**src/rtl/inst_fetch_unit_if.sv**
```systemverilog
// Fetch-unit bus bundle: program-ROM address/data plus branch redirect and the
// instruction stream to decode.
interface inst_fetch_unit_if;
    logic [23:0] pc_addr_o;
    logic [23:0] rom_inst_i;
    logic        branch_valid_i;
    logic [23:0] branch_target_i;
    logic        inst_valid_o;
    logic        inst_ready_i;
    logic [23:0] inst_o;
    logic [23:0] inst_pc_o;

    // Decode stream: an instruction transfers on any cycle with inst_valid_o &
    // inst_ready_i; while valid & ~ready, inst_o/inst_pc_o hold steady until taken.
    modport master (
        output pc_addr_o, inst_valid_o, inst_o, inst_pc_o,
        input  rom_inst_i, branch_valid_i, branch_target_i, inst_ready_i
    );

    modport slave (
        input  pc_addr_o, inst_valid_o, inst_o, inst_pc_o,
        output rom_inst_i, branch_valid_i, branch_target_i, inst_ready_i
    );
endinterface

```
**src/rtl/inst_fetch_unit.sv**
```systemverilog
// PIC24 instruction fetch: drives the ROM address, tags returned words with their PC.
// Optional accepted-instruction counter enabled by INST_FETCH_PERF_CNT_EN.
module inst_fetch_unit #(
    parameter logic [23:0] RESET_VECTOR = 24'h000000,
    parameter logic [23:0] PC_LIMIT     = 24'h7FFFFE
) (
    input  logic               clk_i,
    input  logic               rst_ni,
`ifdef INST_FETCH_PERF_CNT_EN
    output logic [31:0]        inst_count_o,
`endif
    inst_fetch_unit_if.master  bus
);

    function automatic logic [23:0] inc(input logic [23:0] x);
        return (x == PC_LIMIT) ? 24'h000000 : x + 24'd2;
    endfunction

    logic [23:0] fetch_pc_q, fetch_pc_d;
    logic        f2_valid_q, f2_valid_d;
    logic [23:0] f2_pc_q, f2_pc_d;
    logic [23:0] pc_addr;
    logic [23:0] tgt;
    logic        stall;
    logic        inst_valid;

    // Clearing bit 23 folds any out-of-range target back into user space.
    assign tgt        = {1'b0, bus.branch_target_i[22:1], 1'b0};
    assign stall      = f2_valid_q & ~bus.inst_ready_i;
    assign inst_valid = f2_valid_q & ~bus.branch_valid_i;

    always_comb begin
        fetch_pc_d = fetch_pc_q;
        f2_valid_d = f2_valid_q;
        f2_pc_d    = f2_pc_q;
        pc_addr    = fetch_pc_q;
        if (bus.branch_valid_i) begin
            pc_addr    = tgt;
            f2_valid_d = 1'b1;
            f2_pc_d    = tgt;
            fetch_pc_d = inc(tgt);
        end else if (stall) begin
            // Replaying the held address keeps the ROM word stable next cycle.
            pc_addr = f2_pc_q;
        end else begin
            f2_valid_d = 1'b1;
            f2_pc_d    = fetch_pc_q;
            fetch_pc_d = inc(fetch_pc_q);
        end
    end

    always_ff @(posedge clk_i or negedge rst_ni) begin
        if (!rst_ni) begin
            fetch_pc_q <= RESET_VECTOR;
            f2_valid_q <= 1'b0;
            f2_pc_q    <= 24'h000000;
        end else begin
            fetch_pc_q <= fetch_pc_d;
            f2_valid_q <= f2_valid_d;
            f2_pc_q    <= f2_pc_d;
        end
    end

    assign bus.pc_addr_o    = pc_addr;
    assign bus.inst_valid_o = inst_valid;
    assign bus.inst_o       = bus.rom_inst_i;
    assign bus.inst_pc_o    = f2_pc_q;

`ifdef INST_FETCH_PERF_CNT_EN
    logic [31:0] cnt_q;

    always_ff @(posedge clk_i or negedge rst_ni) begin
        if (!rst_ni) begin
            cnt_q <= 32'h0;
        end else if (inst_valid && bus.inst_ready_i && (cnt_q != 32'hFFFF_FFFF)) begin
            cnt_q <= cnt_q + 32'd1;
        end
    end

    assign inst_count_o = cnt_q;
`endif

endmodule

```
**src/flat_wrapper.sv**
```systemverilog
// flat-port wrapper written by rule: the top's interface ports become plain ports
module inst_fetch_unit_flat 
#(
    parameter logic [23:0] RESET_VECTOR = 24'h000000,
    parameter logic [23:0] PC_LIMIT     = 24'h7FFFFE
)
  (clk_i, rst_ni, bus_pc_addr_o, bus_inst_valid_o, bus_inst_o, bus_inst_pc_o, bus_rom_inst_i, bus_branch_valid_i, bus_branch_target_i, bus_inst_ready_i);
  inst_fetch_unit_if bus_i ();
  input  logic clk_i;
  input  logic rst_ni;
  output wire logic [$bits(bus_i.pc_addr_o)-1:0] bus_pc_addr_o;
  output wire logic [$bits(bus_i.inst_valid_o)-1:0] bus_inst_valid_o;
  output wire logic [$bits(bus_i.inst_o)-1:0] bus_inst_o;
  output wire logic [$bits(bus_i.inst_pc_o)-1:0] bus_inst_pc_o;
  input wire logic [$bits(bus_i.rom_inst_i)-1:0] bus_rom_inst_i;
  input wire logic [$bits(bus_i.branch_valid_i)-1:0] bus_branch_valid_i;
  input wire logic [$bits(bus_i.branch_target_i)-1:0] bus_branch_target_i;
  input wire logic [$bits(bus_i.inst_ready_i)-1:0] bus_inst_ready_i;
  assign bus_pc_addr_o = bus_i.pc_addr_o;
  assign bus_inst_valid_o = bus_i.inst_valid_o;
  assign bus_inst_o = bus_i.inst_o;
  assign bus_inst_pc_o = bus_i.inst_pc_o;
  assign bus_i.rom_inst_i = bus_rom_inst_i;
  assign bus_i.branch_valid_i = bus_branch_valid_i;
  assign bus_i.branch_target_i = bus_branch_target_i;
  assign bus_i.inst_ready_i = bus_inst_ready_i;
  inst_fetch_unit #(.RESET_VECTOR(RESET_VECTOR), .PC_LIMIT(PC_LIMIT)) u_core (.clk_i(clk_i), .rst_ni(rst_ni), .bus(bus_i));
endmodule
```
**config.mk**
```make
export PLATFORM = sky130hd
export DESIGN_NAME = inst_fetch_unit_flat
export DESIGN_NICKNAME = d
export VERILOG_FILES = /design/src/rtl/inst_fetch_unit_if.sv /design/src/rtl/inst_fetch_unit.sv /design/src/flat_wrapper.sv
export SDC_FILE = /design/constraint.sdc
export NUM_CORES = 1
export LEC_CHECK = 0
export CAP_MARGIN = 0
export CORE_AREA = 2 2 92 94
export CTS_BUF_LIST = sky130_fd_sc_hd__clkbuf_8
export CTS_CLUSTER_DIAMETER = 60
export DETAILED_ROUTE_END_ITERATION = 12
export DIE_AREA = 0 0 94 96
export GPL_TIMING_DRIVEN = 0
export PLACE_DENSITY_LB_ADDON = 0.1
export SYNTH_ARGS = -nofsm -noshare
export SYNTH_HDL_FRONTEND = slang
export SYNTH_SLANG_ARGS = --single-unit
export TNS_END_PERCENT = 30
```
**constraint.sdc**
```tcl
create_clock -name clk_i -period 3.3 [get_ports clk_i]
set_input_delay 0.495 -clock clk_i [delete_from_list [all_inputs] [get_ports clk_i]]
set_output_delay 0.495 -clock clk_i [all_outputs]
set_load 0.05 [all_outputs]
```
After elaboration in Yosys (flattened, before gate mapping)

Cells that the tools add are included.

Bits of input ports: 52
Output and inout bits: 73
Logic and storage cells: 20
Flip-flop bits (word level): 49

Add/sub/neg operators: 2
Equal/unequal tests: 3
Bitwise operators: 4
Muxes and demuxes: 8

Operator list:

| kind                  | number |
|---|---|
| $mux 24               | 6 |
| $add 23x2->24 const B | 1 |
| $add 24x2->24 const B | 1 |
| $eq 24x23->1 const B  | 1 |
| $eq 22x22->1 const B  | 1 |
| $and 1x1->1           | 2 |
| $mux 1                | 2 |
| $ne 2x2->1 const B    | 1 |
| $not 1->1             | 2 |

Longest topological paths before layout

Depth after elaboration: 4
Gate-level depth with buffers: 8
Gate-level depth less buffers: 6

Worst setup path after synthesis

Ideal clock, no wire load.

Kind: input to output
Start point: input port bus_inst_ready_i
End point: output port bus_pc_addr_o[12]
Path buffers: 3
Data required time: 2.805 ns
Stages on the path: 6
Arrival time: 2.694 ns
Setup slack: 0.111 ns
Cell sequence: nor2b_1 clkbuf_1 buf_2 clkbuf_1 mux2i_1 o21ai_0

Word-level cells in the longest chain between the ends: 4

RTL lines:

| element     | RTL line              | text |
|---|---|---|
| from (decl) | flat_wrapper.sv:18    | `input wire logic [$bits(bus_i.inst_ready_i)-1:0] bus_inst_ready_i;` |
| $not 1->1   | inst_fetch_unit.sv:29 | `assign stall = f2_valid_q & ~bus.inst_ready_i;` |
| $and 1x1->1 | inst_fetch_unit.sv:29 |  |
| $mux 24     | inst_fetch_unit.sv:42 | `end else if (stall) begin` |
| $mux 24     | inst_fetch_unit.sv:37 | `if (bus.branch_valid_i) begin` |
| to (decl)   | flat_wrapper.sv:11    | `output wire logic [$bits(bus_i.pc_addr_o)-1:0] bus_pc_addr_o;` |

No other way between the ends.

Final worst setup path

Start point: input port bus_branch_valid_i
End point: output port bus_pc_addr_o[9]

Word-level cells in the longest chain between the ends: 1

RTL lines:

| element     | RTL line              | text |
|---|---|---|
| from (decl) | flat_wrapper.sv:16    | `input wire logic [$bits(bus_i.branch_valid_i)-1:0] bus_branch_valid_i;` |
| $mux 24     | inst_fetch_unit.sv:37 |  |

No other way between the ends.

==> summary.txt <==
Outcome
  • Run status: complete, no violations

Clock tree
  • Clk buf depth: 2
  • Sink Count: 48
  • Root Buffer: clkbuf_8
  • CTS tree: done
  • Total CTS buffers: 5
  • Number of H-tree levels: 2
  • CTS Hold Bufs: 0
  • Worst skew pair latency: 0.31 ns
  • Clock-pin slew on the worst setup and hold paths: 0.10 ns

Layout
  • Ant diodes: 0
  • Commonest non-fill, non-tap cell in the layout: clkdlybuf4s50_1
  • Commonest cells after routing, fill and taps aside: clkdlybuf4s50_1 (72), dfrtp_1 (48), nand2_1 (44), o21ai_0 (27), buf_4 (24)
  • Fin nets: 521
  • Area Overhead vs Synth: 39.5%
  • Share of cells above drive strength 1: 14.6%
  • Final Cell Area: 4450 um^2

Routing
  • Number of DRC markers in iteration 0: 176
  • WL/cell: 18.3 um
  • Vias: 3241
  • First-pass DRT Iterations: 5
  • Vias per cell: 5.67
  • Routed WL: 10.5 mm
  • Residual DRC count: 0
  • DRT antenna net count: 0

GRT
  • Gr ovfl total: 0
  • Number of global-route vias before repair: 3081
  • First-pass GRT wire length: 16.4 mm
  • Largest net degree at the start of global routing: 28
  • GR Util All Layers: 23.7%
  • Initial antenna violation count: 0

Pwr
  • Static leakage: 0.00177 uW
  • Pwr dens: 430 nW/um^2
  • Total power: 1910 uW
  • VDD IR max: 221 uV

Worst hold path
  • Min-delay worst type: input port to async pin

Critical path
  • Startpoint class of the critical path: input port
  • Crit path buffers/inverters: 5
  • Worst path required time: 2.80 ns
  • Crit path max fanout: 10
  • Crit path DAT: 2.77 ns
  • Crit. End Element: primary output
  • Crit-path most repeated cell: buf_2
  • Family with the most delay on the worst path: buffers and inverters
  • Worst path max stage delay: 0.58 ns
  • CP Class: input port to primary output
  • Slowest-stage cell, CP: clkdlybuf4s50_1
  • Crit-path cells: clkdlybuf4s50_1 -> clkbuf_2 -> buf_2 -> buf_2 -> nand2_1 -> o21ai_0 -> clkdlybuf4s15_1

Timing
  • Final period util: 98.8%
  • Worst relative slew slack: 57.3%
  • Final Max Slew Viols: 0
  • Final setup fails: 0
  • Final worst setup slack: 0.0399 ns
  • Clk_skew: 0.0142 ns
  • Post-route minimum period: 3.26 ns
  • Peak Freq: 307 MHz
  • RSZ-0062 raised after global routing: true
  • Hold Slack: 0.151 ns
  • TNS Setup: 0 ns
  • Worst slew pin tran: 0.635 ns
  • Final Hold Vio Count: 0

Logic synthesis
  • Yosys reg bits: 48
  • Netlist cell types: 54
  • Main synth FF type: dfrtp_1
  • Post-synthesis adder-cell area fraction: 0.784%
  • Synth top area cells: dfrtp_1 (38%), mux2i_1 (5.6%), buf_4 (5.6%)
  • Xor/xnor share of the synthesized area: 5.76%
  • Yosys warning count: 0
  • Synth area leader: dfrtp_1
  • Synth Area per Inst: 8.81 um^2
  • Mapped Area: 3190 um^2
  • Mapped Cells: 362
  • Sequential share of the synthesized area: 37.6%
  • Synth top area share: 37.6%
  • Main combinational cell family by area after synthesis: simple AND/OR/NAND/NOR gates
  • Mux contribution to synthesized area: 5.65%
  • Share of synthesized registers carrying an async set or reset: 100%
  • Mapped Nets: 416
  • EDFF count, synth: 0
  • Synth Area in Compound Gates: 17.2%
  • Simple logic cell fraction of the synthesized area: 24.0%

Floorplanning
  • Die Area: 9020 um^2
  • Die height: 96 um
  • Core ar.: 8050 um^2
  • Die W: 94 um
  • # rows: 33
  • Initial core utilization: 39.6%
  • # IOs: 125

Flow run
  • Max-Cap Viols: 0

Placement
  • Routability Congestion: 0.928
  • Placed inst area: 4310 um^2
  • Port-buffer cells: 97
  • Hpwl dp: 7.80 mm
  • Worst slack, placed: -0.959 ns
[sequential cells by signal, indices dropped and copies added, names as in the netlist]
signal	flops
u_core.fetch_pc_q	23
u_core.bus.inst_pc_o	24
u_core.f2_valid_q	1
[synthesized netlist by cell type (all sizes together), types with 3 or more instances]
cell / number
a21oi: 15
a2bb2oi: 3
a311o: 3
and3: 3
and4: 5
buf: 32
clkbuf: 11
dfrtp: 48
inv: 7
mux2i: 18
nand2: 44
nand3: 19
nand4: 16
nor2: 19
nor2b: 3
nor3: 11
nor4: 8
o211ai: 3
o21a: 3
o21ai: 28
o221ai: 3
o22ai: 5
o311ai: 3
o31ai: 3
or3: 3
or4: 3
xnor2: 13
xor2: 8
[repair_timing]
item | CTS | global route
buffers inserted | 0 | 0
gates cloned | 0 | 0
setup endpoints to repair | 25 | 19
resized for setup | 69 | 13
[power breakdown]
group / switching (uW) / internal (uW)
clock network: 214 / 299
registers: 70.3 / 646
logic: 449 / 235
total: 732 / 1180
[stage by stage]
step,utilization [%],cells
floorplan,-,362
global placement,53.3,564
detailed placement,53.5,565
CTS,55.3,572
global route,55.3,572
finish,55.3,572
[metal layers]
| metal | share of wire, % | track usage, % | vias to the layer above |
|---|---|---|---|
| li1 | - | - | 1517 |
| met1 | 44 | 32.4 | 1587 |
| met2 | 49 | 40.0 | 127 |
| met3 | 6.3 | 3.21 | 10 |
| met4 | 0.95 | 5.19 | 0 |
| met5 | 0 | 0 | - |
[kinds of logic (layout without fill, tap and decap cells)]
group | Yosys count | in the layout
flops | 48 | 48
mux | 18 | 18
other cells | 1 | 1
compound gates | 82 | 82
fa+ha+maj | 2 | 2
simple gates | 140 | 140
buf+inv | 50 | 155
xor+xnor | 21 | 21
[cell type report]
class                      count  area (um^2)
buffer                        43          272
sequential                    48         1200
tap                          105          131
clock buffer                   5         68.8
clock inverter                 2         60.1
multi-input combinational    264         1710
inverter                       7         26.3
fill                         766         3600
timing repair buffer          98          985
[path summary, 6_finish.rpt]
check | from | to | slack [ns] | cells past startpoint
max in group asynchronous | rst_ni | u_core.bus.inst_pc_o[14]$_DFF_PN0_ | 2.60 | 2
hold / removal | rst_ni | u_core.fetch_pc_q[6]$_DFFE_PN0P_ | 0.15 | 1
min in group clk_i | u_core.bus.inst_pc_o[0]$_DFF_PN0_ | u_core.bus.inst_pc_o[0]$_DFF_PN0_ | 0.55 | 1
setup / recovery | bus_branch_valid_i | bus_pc_addr_o[9] | 0.04 | 7
hold reg to reg | u_core.bus.inst_pc_o[0]$_DFF_PN0_ | u_core.bus.inst_pc_o[0]$_DFF_PN0_ | 0.55 | 1
setup reg to reg | u_core.fetch_pc_q[9]$_DFFE_PN0P_ | u_core.fetch_pc_q[17]$_DFFE_PN0P_ | 0.95 | 5
Power figures use the tool's default switching activity.
